<file path="src/rtl/multi_timer_pkg.sv">
// multi_timer_pkg: shared definitions for the multi-channel timer.
//   - per-channel FSM state encoding
//   - register offsets (Addr[3:2])
//   - CTRL field positions and MODE codes
//   - prescaler terminal-count helper
package multi_timer_pkg;

    // FSM states; the encoding is visible to software in STATUS[2:1].
    typedef enum logic [1:0] {
        StIdle = 2'b00,
        StLoad = 2'b01,
        StCnt  = 2'b10,
        StInt  = 2'b11
    } tmr_state_e;

    // Register offsets within a channel, selected by Addr[3:2].
    localparam logic [1:0] RegCtrl   = 2'd0;
    localparam logic [1:0] RegPreset = 2'd1;
    localparam logic [1:0] RegCount  = 2'd2;
    localparam logic [1:0] RegStatus = 2'd3;

    // CTRL field positions.
    localparam int unsigned CtrlEnBit   = 0;
    localparam int unsigned CtrlModeLsb = 1;
    localparam int unsigned CtrlImBit   = 3;
    localparam int unsigned CtrlPsLsb   = 4;
    localparam int unsigned CtrlWidth   = 8;

    // MODE codes. Anything other than one-shot keeps EN (auto-reload).
    localparam logic [1:0] ModeOneShot = 2'b00;
    localparam logic [1:0] ModeReload  = 2'b01;

    // Prescaler value at which a tick fires: 2^prescale - 1.
    function automatic logic [31:0] ps_limit(input logic [3:0] prescale);
        return (32'd1 << prescale) - 32'd1;
    endfunction

endpackage

</file>
<file path="src/rtl/multi_timer_channel.sv">
// multi_timer_channel: one timer channel (registers, FSM, prescaler, sticky PEND).
//
// Ports:
//   clk        clock, all state updates on posedge
//   reset      synchronous active-high reset
//   wr_en_i    bus write aimed at this channel; stalls the FSM/prescaler this cycle
//   reg_sel_i  register select (Addr[3:2]) for both read and write
//   din_i      write data
//   rdata_o    combinational read data of the selected register, zero-extended
//   irq_o      interrupt term: CTRL.IM & STATUS.PEND
module multi_timer_channel
    import multi_timer_pkg::*;
#(
    parameter int unsigned WIDTH = 32,
    parameter int unsigned PS_W  = 16
) (
    input  logic        clk,
    input  logic        reset,
    input  logic        wr_en_i,
    input  logic [1:0]  reg_sel_i,
    input  logic [31:0] din_i,
    output logic [31:0] rdata_o,
    output logic        irq_o
);

    tmr_state_e       state_q;
    logic             en_q;
    logic [1:0]       mode_q;
    logic             im_q;
    logic [3:0]       prescale_q;
    logic [WIDTH-1:0] preset_q;
    logic [WIDTH-1:0] count_q;
    logic             pend_q;
    logic [PS_W-1:0]  ps_cnt_q;

    logic [PS_W-1:0]  ps_max;
    logic             tick;

    assign ps_max = PS_W'(ps_limit(prescale_q));
    assign tick   = (ps_cnt_q == ps_max);

    // A bus write to this channel takes priority and freezes all counting activity
    // for that cycle. PRESET = 0 needs no special case: the first tick finds
    // COUNT <= 1 and expires, exactly as PRESET = 1 does.
    always_ff @(posedge clk) begin
        if (reset) begin
            state_q    <= StIdle;
            en_q       <= 1'b0;
            mode_q     <= 2'b00;
            im_q       <= 1'b0;
            prescale_q <= 4'd0;
            preset_q   <= '0;
            count_q    <= '0;
            pend_q     <= 1'b0;
            ps_cnt_q   <= '0;
        end else if (wr_en_i) begin
            unique case (reg_sel_i)
                RegCtrl: begin
                    en_q       <= din_i[CtrlEnBit];
                    mode_q     <= din_i[CtrlModeLsb +: 2];
                    im_q       <= din_i[CtrlImBit];
                    prescale_q <= din_i[CtrlPsLsb +: 4];
                end
                RegPreset: preset_q <= din_i[WIDTH-1:0];
                RegCount:  count_q  <= din_i[WIDTH-1:0];
                RegStatus: begin
                    if (din_i[0]) begin
                        pend_q <= 1'b0;
                    end
                end
                default: ;
            endcase
        end else begin
            unique case (state_q)
                StIdle: begin
                    if (en_q) begin
                        state_q <= StLoad;
                    end
                end
                StLoad: begin
                    count_q  <= preset_q;
                    ps_cnt_q <= '0;
                    state_q  <= StCnt;
                end
                StCnt: begin
                    if (!en_q) begin
                        // COUNT and the prescaler hold their values.
                        state_q <= StIdle;
                    end else if (tick) begin
                        ps_cnt_q <= '0;
                        if (count_q > WIDTH'(1)) begin
                            count_q <= count_q - WIDTH'(1);
                        end else begin
                            count_q <= '0;
                            pend_q  <= 1'b1;
                            state_q <= StInt;
                        end
                    end else begin
                        ps_cnt_q <= ps_cnt_q + PS_W'(1);
                    end
                end
                StInt: begin
                    if (mode_q == ModeOneShot) begin
                        en_q <= 1'b0;
                    end
                    state_q <= StIdle;
                end
                default: state_q <= StIdle;
            endcase
        end
    end

    always_comb begin
        rdata_o = '0;
        unique case (reg_sel_i)
            RegCtrl:   rdata_o[CtrlWidth-1:0] = {prescale_q, im_q, mode_q, en_q};
            RegPreset: rdata_o[WIDTH-1:0]     = preset_q;
            RegCount:  rdata_o[WIDTH-1:0]     = count_q;
            RegStatus: rdata_o[2:0]           = {state_q, pend_q};
            default: ;
        endcase
    end

    assign irq_o = im_q & pend_q;

endmodule

</file>
<file path="src/rtl/multi_timer.sv">
// multi_timer: NUM_CH independent down-counting timers behind one bus port.
//
// Ports:
//   clk     clock, all state updates on posedge
//   reset   synchronous active-high reset
//   addr_i  byte address; [5:4] channel, [3:2] register, other bits ignored
//   we_i    write strobe for the addressed register
//   din_i   write data
//   dout_o  combinational read of the addressed register (0 for absent channels)
//   irq_o   OR over channels of CTRL.IM & STATUS.PEND
module multi_timer
    import multi_timer_pkg::*;
#(
    parameter int unsigned NUM_CH = 2,
    parameter int unsigned WIDTH  = 32,
    parameter int unsigned PS_W   = 16
) (
    input  logic        clk,
    input  logic        reset,
    input  logic [31:0] addr_i,
    input  logic        we_i,
    input  logic [31:0] din_i,
    output logic [31:0] dout_o,
    output logic        irq_o
);

    logic [1:0]        ch_sel;
    logic [1:0]        reg_sel;
    logic [31:0]       ch_rdata [NUM_CH];
    logic [NUM_CH-1:0] ch_irq;
    logic              unused_addr;

    assign ch_sel      = addr_i[5:4];
    assign reg_sel     = addr_i[3:2];
    assign unused_addr = ^{addr_i[31:6], addr_i[1:0]};

    // Channels >= NUM_CH have no instance, so writes to them match nothing.
    for (genvar i = 0; i < NUM_CH; i++) begin : g_ch
        multi_timer_channel #(
            .WIDTH (WIDTH),
            .PS_W  (PS_W)
        ) u_ch (
            .clk       (clk),
            .reset     (reset),
            .wr_en_i   (we_i && (ch_sel == 2'(i))),
            .reg_sel_i (reg_sel),
            .din_i     (din_i),
            .rdata_o   (ch_rdata[i]),
            .irq_o     (ch_irq[i])
        );
    end

    always_comb begin
        dout_o = '0;
        for (int i = 0; i < NUM_CH; i++) begin
            if (ch_sel == 2'(i)) begin
                dout_o = ch_rdata[i];
            end
        end
    end

    assign irq_o = |ch_irq;

endmodule

</file>
<file path="config.mk">
export PLATFORM = sky130hd
export DESIGN_NAME = multi_timer
export DESIGN_NICKNAME = d
export VERILOG_FILES = /design/src/rtl/multi_timer_pkg.sv /design/src/rtl/multi_timer_channel.sv /design/src/rtl/multi_timer.sv
export SDC_FILE = /design/constraint.sdc
export NUM_CORES = 1
export LEC_CHECK = 0
export ABC_AREA = 1
export CAP_MARGIN = 20
export CELL_PAD_IN_SITES_DETAIL_PLACEMENT = 1
export CELL_PAD_IN_SITES_GLOBAL_PLACEMENT = 1
export CORE_ASPECT_RATIO = 0.6
export CORE_MARGIN = 2
export CORE_UTILIZATION = 45
export DETAILED_ROUTE_END_ITERATION = 10
export PLACE_DENSITY_LB_ADDON = 0.1
export SYNTH_ARGS = -nofsm -noshare
export SYNTH_HDL_FRONTEND = slang
export SYNTH_HIERARCHICAL = 1
export SYNTH_SLANG_ARGS = --single-unit
</file>
<file path="constraint.sdc">
create_clock -name clk -period 3.7 [get_ports clk]
set_input_delay 0.925 -clock clk [delete_from_list [all_inputs] [get_ports clk]]
set_output_delay 0.925 -clock clk [all_outputs]
set_load 0.01 [all_outputs]
</file>
==> impl_metrics.toml <==
[run_status]
run_status = "complete, no violations"

[setup_path]
cp.required_ns = 2.77
end_kind = "output pin"
start_kind = "input port"
crit_type = "in -> out"
cp_max_fo = 5
arrival_ns = 2.72

[yosys]
synth_area_sq_um = 13100
syn_area_per_cell_sq_um = 5.93
ys.warnings.count = 6
ys_types = 46
ys.flop_type = "dfxtp_1"
ys_ff_latch = 182
syn-num-nets = 2289
async_flop_share_pct = 0
synth_edf_count = 0
ys_seq_area_share_pct = 27.9
synthCells = 2206

[clock_network]
clockBufferDepth = 2
cts_root_buf = "clkbuf_16"
cts_tree = "built"
cts_sinks = 182
h-tree-depth = 4
worstSkewPairLatency_ns = 0.47
path_clk_slew_ns = 0.07
cts_buffers = 17
ctsHoldBuffers = 0

[hold_path]
hp-class = "reg -> reg"

[job]
cap_violations = 0

[route]
ant_nets = 0
wirelength_um = 54800
drc = 0
routedWlPerCell_um = 20.8
dr.pass1.iters = 5
vias_per_cell = 5.91
drtIter0Drc = 1654
dr_total_vias = 15600

[floorplanning]
row_count = 48
pin_count = 100
start_util_pct = 45.6
die_x_um = 224
fp.dieH_um = 136
design.die.area_sq_um = 30500
coreArea_sq_um = 28600

[timing]
fin_crit_sh_pct = 98.5
drv_slew = 0
worst_slew_pin_slew_ns = 0.694
fin_ws_ns = 0.0538
hold_violations = 0
slew_headroom_pct = 53.3
fmax_ghz = 0.274
rsz0062_at_grt = "no"
finalClockSkew_ns = 0.00776
finalSetupViolCount = 0
min_period_ns = 3.65

[global_route]
overflow = 0
grt_pass1_wl_um = 84200
track_usage_pct = 35.8
grt_max_degree = 78
grt_pass1_vias = 15000
antenna_found_initial = 2

[power]
peakVddDrop_uv = 413
power.leakage_nw = 6.48
power_density_nw_per_um2 = 663

[placed_design]
place_hpwl_um = 40100
dp_slack_ns = -0.456
port_buffers = 71
gp_congestion = 0.986

[final_layout]
fin_util_pct = 52.5
layout-drive-gt1-share_pct = 7.68
nets = 2336
insertedDiodeCount = 0
syn_to_final_growth_pct = 15.0
routing by layer:
metal	GRT usage (%)	up-vias	wire length (um)
li1	-	7221	-
met1	51.7	7650	25700
met4	11.4	2	1330
met5	0	-	13
met2	52.7	646	22700
met3	7.80	95	5140
worst max-delay path, stage by stage:
cell             delay [ns]
clkdlybuf4s15_2        0.26
buf_4                  0.14
ha_1                   0.20
inv_2                  0.10
o22ai_2                0.19
a211oi_1               0.07
a21oi_1                0.13
nand3_1                0.09
nand2_1                0.08
clkdlybuf4s50_1        0.54
cells in the final DEF, fill, tap and decap left out, types with 4 or more instances in the layout:
cell	synthesis	final
buf_4	2	50
inv_1	196	189
nand4_1	24	24
nand3_2	11	11
a22o_1	5	5
nand3_1	173	173
clkdlybuf4s50_1	0	38
nor2_4	4	4
o22ai_1	6	4
nand3b_1	9	9
nand2_4	4	4
buf_12	0	17
nor3_1	19	18
o211ai_1	21	21
nor2_1	297	296
o21ai_0	147	147
clkbuf_16	0	18
dlygate4sd2_1	0	28
a21oi_1	229	228
dfxtp_1	182	182
nand2_2	7	9
nor2_2	10	11
xnor2_1	13	13
inv_2	9	16
ha_1	16	11
nand2_1	629	627
o21bai_1	10	10
inv_6	0	4
a211oi_1	6	5
xor2_1	43	43
final timing paths:
check                                          startpoint                                      to  slack [ns]  cells past startpoint
hold reg to reg    g_ch[0].u_ch/preset_q[12]$_SDFFE_PP0P_  g_ch[0].u_ch/preset_q[12]$_SDFFE_PP0P_        0.47                      2
hold / removal     g_ch[0].u_ch/preset_q[12]$_SDFFE_PP0P_  g_ch[0].u_ch/preset_q[12]$_SDFFE_PP0P_        0.47                      2
setup / recovery                                addr_i[3]                               dout_o[2]        0.05                     10
setup reg to reg  g_ch[0].u_ch/prescale_q[1]$_SDFFE_PP0P_   g_ch[0].u_ch/count_q[25]$_SDFFE_PP0P_        0.61                     17
layout make-up:
type / count / area [sq um]
Clock buffer: 18 / 429
Clock inverter: 14 / 171
Fill cell: 3995 / 13600
Inverter: 210 / 793
Multi-Input combinational cell: 1703 / 8110
Sequential cell: 182 / 3640
Tap cell: 375 / 469
Timing Repair Buffer: 139 / 1410
what timing repair did:
action	in CTS	in global routing
buffers inserted	0	2
cloned	0	1
pin swaps	0	1
setup endpoints to repair	32	4
gates resized for setup	43	13
registers in the layout, indices dropped and copies added, names as in the netlist:
signal                flops
g_ch.u_ch/count_q        64
g_ch.u_ch/preset_q       64
g_ch.u_ch/ps_cnt_q       32
g_ch.u_ch/prescale_q      8
g_ch.u_ch/mode_q          4
g_ch.u_ch/state_q         4
g_ch.u_ch/en_q            2
g_ch.u_ch/im_q            2
g_ch.u_ch/pend_q          2
cell families (layout without fill, tap and decap cells):
logic type | after synthesis | count (layout) | share of synthesized area (%)
AO/OA/AOI/OAI | 435 | 435 | 17.8
XOR/XNOR | 56 | 56 | 3.75
adder cells (fa/ha/maj) | 16 | 16 | 1.53
buffers and inverters | 321 | 381 | 10.6
flip-flops | 182 | 182 | 27.9
AND/OR/NAND/NOR | 1196 | 1196 | 38.5
cells in the mapped netlist (2+ instances only):
library cell,count,area (sq um)
a211oi_1,6,45.0
a21oi_1,229,1150
a22o_1,5,43.8
a31oi_1,3,18.8
buf_1,9,33.8
buf_2,10,50.1
buf_4,2,15.0
buf_6,20,225
clkbuf_1,69,259
clkinv_1,3,11.3
dfxtp_1,182,3640
ha_1,16,200
inv_1,196,736
inv_2,9,33.8
inv_4,2,12.5
nand2_1,629,2360
nand2_2,7,43.8
nand2_4,4,45.0
nand3_1,173,866
nand3_2,11,110
nand3b_1,9,67.6
nand4_1,24,150
nor2_1,297,1110
nor2_2,10,62.6
nor2_4,4,45.0
nor3_1,19,95.1
nor4_1,2,12.5
o211ai_1,21,158
o21ai_0,147,736
o21bai_1,10,75.1
o221ai_1,3,26.3
o22ai_1,6,37.5
or2_2,2,12.5
xnor2_1,13,114
xor2_1,43,377
where the power goes:
part           total, mW  switching, mW  internal, mW  leakage, nW
Sequential          2.79          0.483          2.31         1.48
Combinational       5.17           3.49          1.68         4.71
Clock               2.00          0.926          1.07        0.287
through the flow:
| step | instances | hold slack, ns | instance area (sq um) | TNS (ns) | power [mW] |
|---|---|---|---|---|---|
| after floorplan | 2206 | 0.437 | 13100 | 0 | 6.21 |
| after global placement | 2606 | 0.451 | 14400 | -11.66 | 7.51 |
| after detailed placement | 2606 | 0.458 | 14400 | -12.90 | 7.77 |
| after CTS | 2638 | 0.471 | 15000 | -0.0542 | 9.81 |
| after global routing | 2641 | 0.496 | 15000 | 0 | 10.6 |
| final | 2641 | 0.470 | 15000 | 0 | 9.96 |
Power figures use the tool's default switching activity.
